## src/rtl/spart_pkg.sv

```systemverilog
// Shared types and constants for the spart bus-master controller.
package spart_pkg;

  typedef enum logic [2:0] {
    CFG_LO,
    CFG_HI,
    IDLE,
    RX_RD,
    RX_GAP,
    TX_WR,
    TX_WAIT
  } state_e;

  localparam logic [1:0] A_BUF  = 2'b00;
  localparam logic [1:0] A_STAT = 2'b01;
  localparam logic [1:0] A_DBL  = 2'b10;
  localparam logic [1:0] A_DBH  = 2'b11;

  // Divisor per baud select; entry 0 is the rightmost word.
  localparam logic [3:0][15:0] DIV = {
    16'h0028,
    16'h0050,
    16'h00A2,
    16'h0145
  };

endpackage

```

## src/rtl/spart_ctrl_arb.sv

```systemverilog
// Two-way round-robin grant for the transmit requesters.
module spart_ctrl_arb (
  input  logic       clk,
  input  logic       rst,
  input  logic       en,
  input  logic       v0,
  input  logic       v1,
  output logic [1:0] gnt
);

  logic last_q;
  logic last_d;

  assign gnt[0] = v0 & (~v1 | last_q);
  assign gnt[1] = v1 & (~v0 | ~last_q);

  always_comb begin
    last_d = last_q;
    if (en && (gnt != 2'b00))
      last_d = gnt[1];
  end

  always_ff @(posedge clk) begin
    if (rst) last_q <= 1'b1;
    else     last_q <= last_d;
  end

endmodule

```

## src/rtl/spart_ctrl.sv

```systemverilog
// Bus master for one spart: divisor setup, RX service, arbitrated TX.
module spart_ctrl
  import spart_pkg::*;
#(
  parameter int TX_WAIT_MAX = 8,
  parameter bit RX_FIRST    = 1'b1
) (
  input  logic       clk,
  input  logic       rst,
  input  logic [1:0] br_cfg,
  output logic       iocs,
  output logic       iorw,
  output logic [1:0] ioaddr,
  output logic [7:0] db_out,
  output logic       db_oe,
  input  logic [7:0] db_in,
  input  logic       rda,
  input  logic       tbr,
  input  logic       req0_valid,
  input  logic [7:0] req0_data,
  output logic       req0_ready,
  input  logic       req1_valid,
  input  logic [7:0] req1_data,
  output logic       req1_ready,
  output logic       rx_valid,
  output logic [7:0] rx_data,
  output logic       cfg_done,
  output logic       tx_err
);

  localparam int WW = (TX_WAIT_MAX < 2) ? 1 : $clog2(TX_WAIT_MAX);

  state_e      state_q, state_d;
  logic [1:0]  cfg_q, cfg_d;
  logic [WW-1:0] wait_q, wait_d;
  logic        iocs_q, iocs_d;
  logic        iorw_q, iorw_d;
  logic [1:0]  ioaddr_q, ioaddr_d;
  logic [7:0]  db_out_q, db_out_d;
  logic        db_oe_q, db_oe_d;
  logic        r0_q, r0_d;
  logic        r1_q, r1_d;
  logic        rx_valid_q, rx_valid_d;
  logic [7:0]  rx_data_q, rx_data_d;
  logic        cfg_done_q, cfg_done_d;
  logic        tx_err_q, tx_err_d;
  logic        arb_en;
  logic [1:0]  gnt;
  logic        tx_req;
  logic        rd_cyc;

  spart_ctrl_arb u_arb (
    .clk (clk),
    .rst (rst),
    .en  (arb_en),
    .v0  (req0_valid),
    .v1  (req1_valid),
    .gnt (gnt)
  );

  assign tx_req = tbr & (req0_valid | req1_valid);
  assign rd_cyc = iocs_q & iorw_q;

  // Bus outputs are registered: each state's access appears next cycle.
  always_comb begin
    state_d    = state_q;
    cfg_d      = cfg_q;
    wait_d     = '0;
    iocs_d     = 1'b0;
    iorw_d     = 1'b1;
    ioaddr_d   = A_BUF;
    db_out_d   = 8'h00;
    db_oe_d    = 1'b0;
    r0_d       = 1'b0;
    r1_d       = 1'b0;
    rx_valid_d = rd_cyc;
    rx_data_d  = rd_cyc ? db_in : rx_data_q;
    cfg_done_d = cfg_done_q;
    tx_err_d   = 1'b0;
    arb_en     = 1'b0;
    unique case (state_q)
      CFG_LO: begin
        iocs_d   = 1'b1;
        iorw_d   = 1'b0;
        ioaddr_d = A_DBL;
        db_oe_d  = 1'b1;
        db_out_d = DIV[cfg_q][7:0];
        state_d  = CFG_HI;
      end
      CFG_HI: begin
        iocs_d     = 1'b1;
        iorw_d     = 1'b0;
        ioaddr_d   = A_DBH;
        db_oe_d    = 1'b1;
        db_out_d   = DIV[cfg_q][15:8];
        cfg_done_d = 1'b1;
        state_d    = IDLE;
      end
      IDLE: begin
        if ((br_cfg != cfg_q) && tbr) begin
          cfg_d      = br_cfg;
          cfg_done_d = 1'b0;
          state_d    = CFG_LO;
        end else if (rda && (RX_FIRST || !tx_req)) begin
          state_d = RX_RD;
        end else if (tx_req) begin
          state_d = TX_WR;
        end
      end
      RX_RD: begin
        iocs_d   = 1'b1;
        iorw_d   = 1'b1;
        ioaddr_d = A_BUF;
        state_d  = RX_GAP;
      end
      RX_GAP: state_d = IDLE;
      TX_WR: begin
        arb_en = 1'b1;
        if (gnt != 2'b00) begin
          iocs_d   = 1'b1;
          iorw_d   = 1'b0;
          ioaddr_d = A_BUF;
          db_oe_d  = 1'b1;
          db_out_d = gnt[0] ? req0_data : req1_data;
          r0_d     = gnt[0];
          r1_d     = gnt[1];
          state_d  = TX_WAIT;
        end else begin
          state_d = IDLE;
        end
      end
      TX_WAIT: begin
        if (!tbr) begin
          state_d = IDLE;
        end else if (wait_q == WW'(TX_WAIT_MAX - 1)) begin
          tx_err_d = 1'b1;
          state_d  = IDLE;
        end else begin
          wait_d = wait_q + WW'(1);
        end
      end
      default: state_d = IDLE;
    endcase
  end

  always_ff @(posedge clk) begin
    if (rst) begin
      state_q    <= CFG_LO;
      cfg_q      <= br_cfg;
      wait_q     <= '0;
      iocs_q     <= 1'b0;
      iorw_q     <= 1'b1;
      ioaddr_q   <= A_BUF;
      db_out_q   <= 8'h00;
      db_oe_q    <= 1'b0;
      r0_q       <= 1'b0;
      r1_q       <= 1'b0;
      rx_valid_q <= 1'b0;
      rx_data_q  <= 8'h00;
      cfg_done_q <= 1'b0;
      tx_err_q   <= 1'b0;
    end else begin
      state_q    <= state_d;
      cfg_q      <= cfg_d;
      wait_q     <= wait_d;
      iocs_q     <= iocs_d;
      iorw_q     <= iorw_d;
      ioaddr_q   <= ioaddr_d;
      db_out_q   <= db_out_d;
      db_oe_q    <= db_oe_d;
      r0_q       <= r0_d;
      r1_q       <= r1_d;
      rx_valid_q <= rx_valid_d;
      rx_data_q  <= rx_data_d;
      cfg_done_q <= cfg_done_d;
      tx_err_q   <= tx_err_d;
    end
  end

  assign iocs       = iocs_q;
  assign iorw       = iorw_q;
  assign ioaddr     = ioaddr_q;
  assign db_out     = db_out_q;
  assign db_oe      = db_oe_q;
  assign req0_ready = r0_q;
  assign req1_ready = r1_q;
  assign rx_valid   = rx_valid_q;
  assign rx_data    = rx_data_q;
  assign cfg_done   = cfg_done_q;
  assign tx_err     = tx_err_q;

endmodule
```

## config.mk

```make
export PLATFORM = sky130hd
export DESIGN_NAME = spart_ctrl
export DESIGN_NICKNAME = d
export VERILOG_FILES = /design/src/rtl/spart_pkg.sv /design/src/rtl/spart_ctrl_arb.sv /design/src/rtl/spart_ctrl.sv
export SDC_FILE = /design/constraint.sdc
export NUM_CORES = 1
export LEC_CHECK = 0
export ABC_AREA = 1
export BUFFER_PORTS_ARGS = -buffer_cell sky130_fd_sc_hd__buf_2
export CORE_MARGIN = 5
export CORE_UTILIZATION = 42
export DETAILED_ROUTE_END_ITERATION = 12
export GPL_ROUTABILITY_DRIVEN = 0
export GPL_TIMING_DRIVEN = 0
export PLACE_DENSITY = 0.83
export SETUP_SLACK_MARGIN = 0.4
export SYNTH_ARGS = -nofsm -noshare
export SYNTH_HDL_FRONTEND = slang
export SYNTH_SLANG_ARGS = --single-unit
```

## constraint.sdc

```tcl
create_clock -name clk -period 1.2 [get_ports clk]
set_input_delay 0.06 -clock clk [delete_from_list [all_inputs] [get_ports clk]]
set_output_delay 0.06 -clock clk [all_outputs]
set_load 0.01 [all_outputs]
```

==> impl_metrics.ini, run 1 <==
[outcome]
status = finished with violations
violations = negative setup slack

[finish]
final_nets = 301
antenna_fix_cells = 0
fillerInstances = 190
area_growth_syn_to_layout_pct = 73.7
layout_cells_sized_above_1_pct = 61.0
final_util_pct = 74.1

[timing]
fin_skew_ns = 0.0166
final-hold-violation-count = 0
finalWorstSetupSlack_ns = -0.156
max_slew.worst_pin.slew_ns = 0.616
final_max_slew_viol_count = 0
unrepaired_setup_endpoints_after_global_routing = true
max_freq_ghz = 0.737
setup_failing_eps_final = 19
finalHoldWorstSlack_ns = 0.0171
slew_headroom_pct = 58.9
final_tns_setup_ns = -1.24
timing.final.crit_share_pct = 113
period_minus_slack_ns = 1.36

[global_routing]
grt_start_max_net_pins = 11
globalRoute.totalOverflow = 0
grt_pass1_vias = 1559
grt_use_total_pct = 20.9
antenna_violations_before_repair = 0
wire_length_of_the_first_global_routing_pass_mm = 6.94

[clock_network]
tritoncts_clock_tree = done
tritoncts.num_buffers = 5
cts.htree.levels = 2
cts_num_sinks = 35
clock_tree.root_cell = sky130_fd_sc_hd__clkbuf_4
clock_path_buffers = 2
clock_latency_ns = 0.37
path_clk_slew_ns = 0.10

[route]
totalWireLength_mm = 5.67
drc_errors = 0
detail_route.iter0.violations = 143
first_pass_iters = 4
drt.antenna.violating_nets = 0
drt_wl_cell_um = 18.1
detail_route.vias_per_cell = 5.25
dr_total_vias = 1644

[power]
ir_worst_vdd_uv = 769
leakage_power_of_the_design_nw = 1.12
p_per_area_mw_per_mm2 = 1590

[floorplanning]
floorplan.die_area_mm2 = 0.00459
dieWidth_um = 67.8
rows = 21
design.portCount = 58
fp.coreArea_mm2 = 0.00328
chipHeight_um = 67.8
initial_core_util_pct = 42.7

[place]
port-buffer-count = 56
hpwl_mm = 2.54

[yosys]
synth_adder_area_share_pct = 1.79
fraction_of_registers_with_async_set_or_reset_after_synthesis_pct = 0
netlist_area_mm2 = 0.00140
synth.yosys.seq_area_share_pct = 51.4
main_combinational_cell_family_by_area_after_synthesis = simple AND/OR/NAND/NOR gates
synthXorXnorAreaFrac_pct = 0
synth_top_flop_cell = sky130_fd_sc_hd__dfxtp_1
synthCells = 174
post_synth_edffs = 2
yosys_warnings = 0
netlist-cell-type-count = 23
synthMuxAreaShare_pct = 0
synth_area_per_cell_um2 = 8.05
area_share_of_and_or_nand_nor_cells_after_synthesis_pct = 25.3
synth-compound-area-share_pct = 14.2
number_of_nets_produced_by_synthesis = 208
synth-seq-cells = 35

[critical_path]
worstPathRequired_ns = 1.48
critPathMaxFanout = 5
timing.critical_path.arrival_ns = 1.63
worst_setup_path_end_kind = flip-flop
worstSetupPathType = flip-flop to flip-flop
cp-start-kind = flip-flop

[run]
maxCapViolCount = 0

[worst_hold_path]
worstHoldPathType = input pin to flip-flop
[power breakdown]
| part | internal, mW | total (mW) | switching (mW) |
|---|---|---|---|
| Clock | 0.271 | 0.700 | 0.429 |
| Sequential | 1.42 | 1.62 | 0.202 |
| Combinational | 0.753 | 1.56 | 0.805 |
| Total | 2.44 | 3.88 | 1.44 |
[critical path, cell delays in order (launching register included)]
cell and delay, ns:
sky130_fd_sc_hd__dfxtp_2 0.37, sky130_fd_sc_hd__inv_2 0.06, sky130_fd_sc_hd__nor2_4 0.10, sky130_fd_sc_hd__nand2_2 0.10, sky130_fd_sc_hd__a21oi_4 0.19, sky130_fd_sc_hd__buf_6 0.15, sky130_fd_sc_hd__o211ai_1 0.11, sky130_fd_sc_hd__a21oi_1 0.20
[cells in the mapped netlist, types with 2 or more instances]
master | n | area share (%)
sky130_fd_sc_hd__ha_1 | 2 | 1.8
sky130_fd_sc_hd__nor2_1 | 32 | 8.6
sky130_fd_sc_hd__nor2_2 | 2 | 0.89
sky130_fd_sc_hd__a21oi_2 | 2 | 1.3
sky130_fd_sc_hd__clkbuf_1 | 2 | 0.54
sky130_fd_sc_hd__or2_2 | 8 | 3.6
sky130_fd_sc_hd__o21ai_0 | 10 | 3.6
sky130_fd_sc_hd__nor3_1 | 3 | 1.1
sky130_fd_sc_hd__inv_1 | 20 | 5.4
sky130_fd_sc_hd__dfxtp_1 | 33 | 47
sky130_fd_sc_hd__o211ai_1 | 9 | 4.8
sky130_fd_sc_hd__a21oi_1 | 11 | 3.9
sky130_fd_sc_hd__nand3_1 | 9 | 3.2
sky130_fd_sc_hd__nand2_1 | 21 | 5.6
sky130_fd_sc_hd__edfxtp_1 | 2 | 4.3
[area by class of cell]
cell class              instances  area, µm²  area share, %
well taps                      46       57.6           2.37
plain buffers                   4       25.0           1.03
clock inverters                 1       5.00          0.206
flip-flops and latches         35        759           31.2
clock buffers                   6       51.3           2.11
multi-input cells             116        787           32.3
inverters                      21       96.3           3.96
repair buffers                 84        652           26.8
[through the flow]
stage / worst slack [ns] / cells / instance area (µm²) / power [mW]
finish: -0.156 / 313 / 2430 / 3.88
global route: -0.222 / 313 / 2430 / 4.04
CTS: -0.0421 / 307 / 2200 / 3.40
detailed placement: -0.0703 / 276 / 1790 / 2.38
global placement: -0.0487 / 276 / 1790 / 2.35
floorplan: 0.0291 / 174 / 1450 / 2.06
[timing repair]
action / 4_1_cts / 5_1_grt
endpoints found under the setup margin: 60 / 61
resized for setup: 47 / 56
buffers inserted: 12 / 5
endpoints found under the hold margin: 10 / 0
pin swaps: 11 / 18
hold buffers: 10 / 0
gates cloned: 2 / 1
[layer usage]
layer	global-route usage (%)	up-vias	routed length, µm
li1	-	754	-
met5	0	-	0
met3	5.66	34	351
met1	20.1	767	1970
met2	40.1	89	3040
met4	10.6	0	310
[layout by cell type, fill, tap and decap left out, types with 5 or more instances in the layout]
cell | synthesis | final
sky130_fd_sc_hd__a21oi_1 | 11 | 11
sky130_fd_sc_hd__buf_2 | 1 | 40
sky130_fd_sc_hd__buf_4 | 0 | 10
sky130_fd_sc_hd__buf_6 | 1 | 26
sky130_fd_sc_hd__clkbuf_4 | 0 | 5
sky130_fd_sc_hd__dfxtp_1 | 33 | 10
sky130_fd_sc_hd__dfxtp_2 | 0 | 19
sky130_fd_sc_hd__dlygate4sd3_1 | 0 | 10
sky130_fd_sc_hd__inv_1 | 20 | 10
sky130_fd_sc_hd__inv_2 | 1 | 8
sky130_fd_sc_hd__nand2_1 | 21 | 15
sky130_fd_sc_hd__nand3_1 | 9 | 6
sky130_fd_sc_hd__nor2_1 | 32 | 20
sky130_fd_sc_hd__nor2_2 | 2 | 7
sky130_fd_sc_hd__nor2_4 | 1 | 8
sky130_fd_sc_hd__o211ai_1 | 9 | 9
sky130_fd_sc_hd__o21ai_0 | 10 | 6
sky130_fd_sc_hd__or2_2 | 8 | 8
[kinds of logic after synthesis]
family / after synthesis
compound gates: 33
buf+inv: 25
flops: 35
simple gates: 79
fa+ha+maj: 2
[path summary, 6_finish.rpt]
check | from | endpoint | slack (ns) | cells after the start
setup / recovery | state_q[0] | db_out[1] | -0.16 | 7
hold / removal | req0_data[4] | db_out[4] | 0.02 | 3
setup reg to reg | state_q[0] | db_out[1] | -0.16 | 7
hold reg to reg | wait_q[0] | wait_q[0] | 0.43 | 1
[registers in the layout (all words and copies together), names as in the netlist]
register,flops
cfg_done,1
cfg_q,2
db_oe,1
db_out,8
ioaddr,2
iocs,1
iorw,1
req0_ready,1
req1_ready,1
rx_data,8
rx_valid,1
state_q,3
tx_err,1
u_arb.last_q,1
wait_q,3
Note: power is estimated with default switching activity, not from simulation.
==> inputs of run 2 (changes only) <==
--- a/config.mk
+++ b/config.mk
@@ -13,6 +13,7 @@
 export GPL_ROUTABILITY_DRIVEN = 0
 export GPL_TIMING_DRIVEN = 0
 export PLACE_DENSITY = 0.83
+export RECOVER_POWER = 25
 export SETUP_SLACK_MARGIN = 0.4
 export SYNTH_ARGS = -nofsm -noshare
 export SYNTH_HDL_FRONTEND = slang
==> run 2 against run 1 <==
Compared with the run above: the flow still finishes with violations (negative setup slack); total power is 1.2% lower; utilization is 0.69 points lower; largest power group unchanged; register-to-register slack hardly changed; design area is 0.93% lower; largest cell class unchanged; first-iteration DRC count is 13% lower; die area stayed put; global-route usage stayed put; sequential cell count stayed put; worst hold slack hardly changed; critical endpoint unchanged; non-clock buffer count stayed put; cell count stayed put.
==> impl_metrics.ini, run 2 (synthesized netlist as in run 1, its figures left out) <==
[timing]
finalWorstSetupSlack_ns = -0.149
final_max_slew_viol_count = 0
period_minus_slack_ns = 1.35
max_slew.worst_pin.slew_ns = 0.625
final-hold-violation-count = 0
finalHoldWorstSlack_ns = 0.0173
slew_headroom_pct = 58.3
timing.final.crit_share_pct = 112
fin_skew_ns = 0.0176
setup_failing_eps_final = 21
max_freq_ghz = 0.742
unrepaired_setup_endpoints_after_global_routing = true

[place]
port-buffer-count = 56
hpwl_mm = 2.54

[power]
leakage_power_of_the_design_nw = 1.11
p_per_area_mw_per_mm2 = 1590
ir_worst_vdd_uv = 768

[clock_network]
path_clk_slew_ns = 0.10
cts_num_sinks = 35
tritoncts_clock_tree = done
cts.htree.levels = 2
clock_tree.root_cell = sky130_fd_sc_hd__clkbuf_4
clock_latency_ns = 0.37
clock_path_buffers = 2
tritoncts.num_buffers = 5

[floorplanning]
chipHeight_um = 67.8
fp.coreArea_mm2 = 0.00328
dieWidth_um = 67.8
initial_core_util_pct = 42.7
floorplan.die_area_mm2 = 0.00459
rows = 21
design.portCount = 58

[global_routing]
grt_use_total_pct = 20.9
globalRoute.totalOverflow = 0
grt_start_max_net_pins = 11
grt_pass1_vias = 1559
wire_length_of_the_first_global_routing_pass_mm = 6.94
antenna_violations_before_repair = 0

[finish]
antenna_fix_cells = 0
final_nets = 301
fillerInstances = 194
area_growth_syn_to_layout_pct = 72.1
final_util_pct = 73.4
commonest_cells_after_routing_fill_and_taps_aside = sky130_fd_sc_hd__buf_2 (38), sky130_fd_sc_hd__buf_6 (26), sky130_fd_sc_hd__nor2_1 (20), sky130_fd_sc_hd__dfxtp_2 (19), sky130_fd_sc_hd__nand2_1 (16)
layout.cells.most_common = sky130_fd_sc_hd__buf_2
layout_cells_sized_above_1_pct = 59.6

[route]
detail_route.vias_per_cell = 5.28
totalWireLength_mm = 5.68
first_pass_iters = 4
dr_total_vias = 1653
drt.antenna.violating_nets = 0
drc_errors = 0
detail_route.iter0.violations = 125
drt_wl_cell_um = 18.1

[outcome]
violations = negative setup slack
status = finished with violations

[critical_path]
worstPathRequired_ns = 1.48
timing.critical_path.arrival_ns = 1.63
crit_family = compound AO/OA/AOI/OAI gates
worst_setup_path_end_kind = flip-flop
cp-start-kind = flip-flop
critical_path.n_buffers_inverters = 2
critPathMaxFanout = 5
timing.critical_path.slowest_stage_cell = sky130_fd_sc_hd__dfxtp_2
timing.critical_path.cells = inv_2 -> nor2_4 -> nand2_2 -> a21oi_4 -> buf_6 -> o211ai_1 -> a21oi_1
worstSetupPathType = flip-flop to flip-flop
slowest_delay_ns = 0.37

[worst_hold_path]
worstHoldPathType = input pin to flip-flop

[run]
maxCapViolCount = 0
run 2: area by class of cell:
type / count / area (µm²) / share of cell area, %
multi-input combinational: 116 / 771 / 32.0
sequential: 35 / 756 / 31.3
timing repair buffer: 84 / 649 / 26.9
inverter: 21 / 96.3 / 4.00
tap: 46 / 57.6 / 2.39
clock buffer: 6 / 51.3 / 2.13
buffer: 4 / 25.0 / 1.04
clock inverter: 1 / 5.00 / 0.208
run 2: worst register-to-register path: stages, from the launching register on:
cell and delay, ns:
sky130_fd_sc_hd__dfxtp_2 0.37, sky130_fd_sc_hd__inv_2 0.06, sky130_fd_sc_hd__nor2_4 0.10, sky130_fd_sc_hd__nand2_2 0.10
sky130_fd_sc_hd__a21oi_4 0.19, sky130_fd_sc_hd__buf_6 0.15, sky130_fd_sc_hd__o211ai_1 0.12, sky130_fd_sc_hd__a21oi_1 0.19
run 2: timing repair:
item,4_1_cts,5_1_grt
hold buffers,10,0
setup buffers,12,5
pin swaps,11,18
resized for setup,47,56
setup endpoints to repair,60,61
gates cloned,2,1
endpoints found under the hold margin,10,0
run 2: power breakdown:
part	switching, mW	internal [mW]
logic	0.808	0.737
clock network	0.426	0.271
registers	0.176	1.41
run 2: worst paths after layout:
check	from	cells past startpoint	endpoint	slack (ns)
worst max-delay path	state_q[0]	7	db_out[1]	-0.15
worst min-delay path	req0_data[4]	3	db_out[4]	0.02
worst max register to register	state_q[0]	7	db_out[1]	-0.15
worst min register to register	wait_q[0]	1	wait_q[0]	0.43
run 2: through the flow:
stage / setup WS, ns / TNS (ns) / cell area (µm²) / power, mW / std cells
after floorplan: 0.0291 / 0 / 1450 / 2.06 / 174
after global placement: -0.0487 / -0.252 / 1790 / 2.35 / 276
after detailed placement: -0.0703 / -0.667 / 1790 / 2.38 / 276
after CTS: -0.0421 / -0.369 / 2200 / 3.40 / 307
after global routing: -0.222 / -2.74 / 2410 / 3.99 / 313
final: -0.149 / -1.30 / 2410 / 3.83 / 313
run 2: metal layers:
| layer | vias to the layer above | track usage (%) | share of wire [%] |
|---|---|---|---|
| met3 | 31 | 5.66 | 6.2 |
| met4 | 0 | 10.6 | 5.5 |
| met2 | 100 | 40.1 | 54 |
| met1 | 771 | 20.1 | 35 |
| met5 | - | 0 | 0 |
| li1 | 751 | - | - |
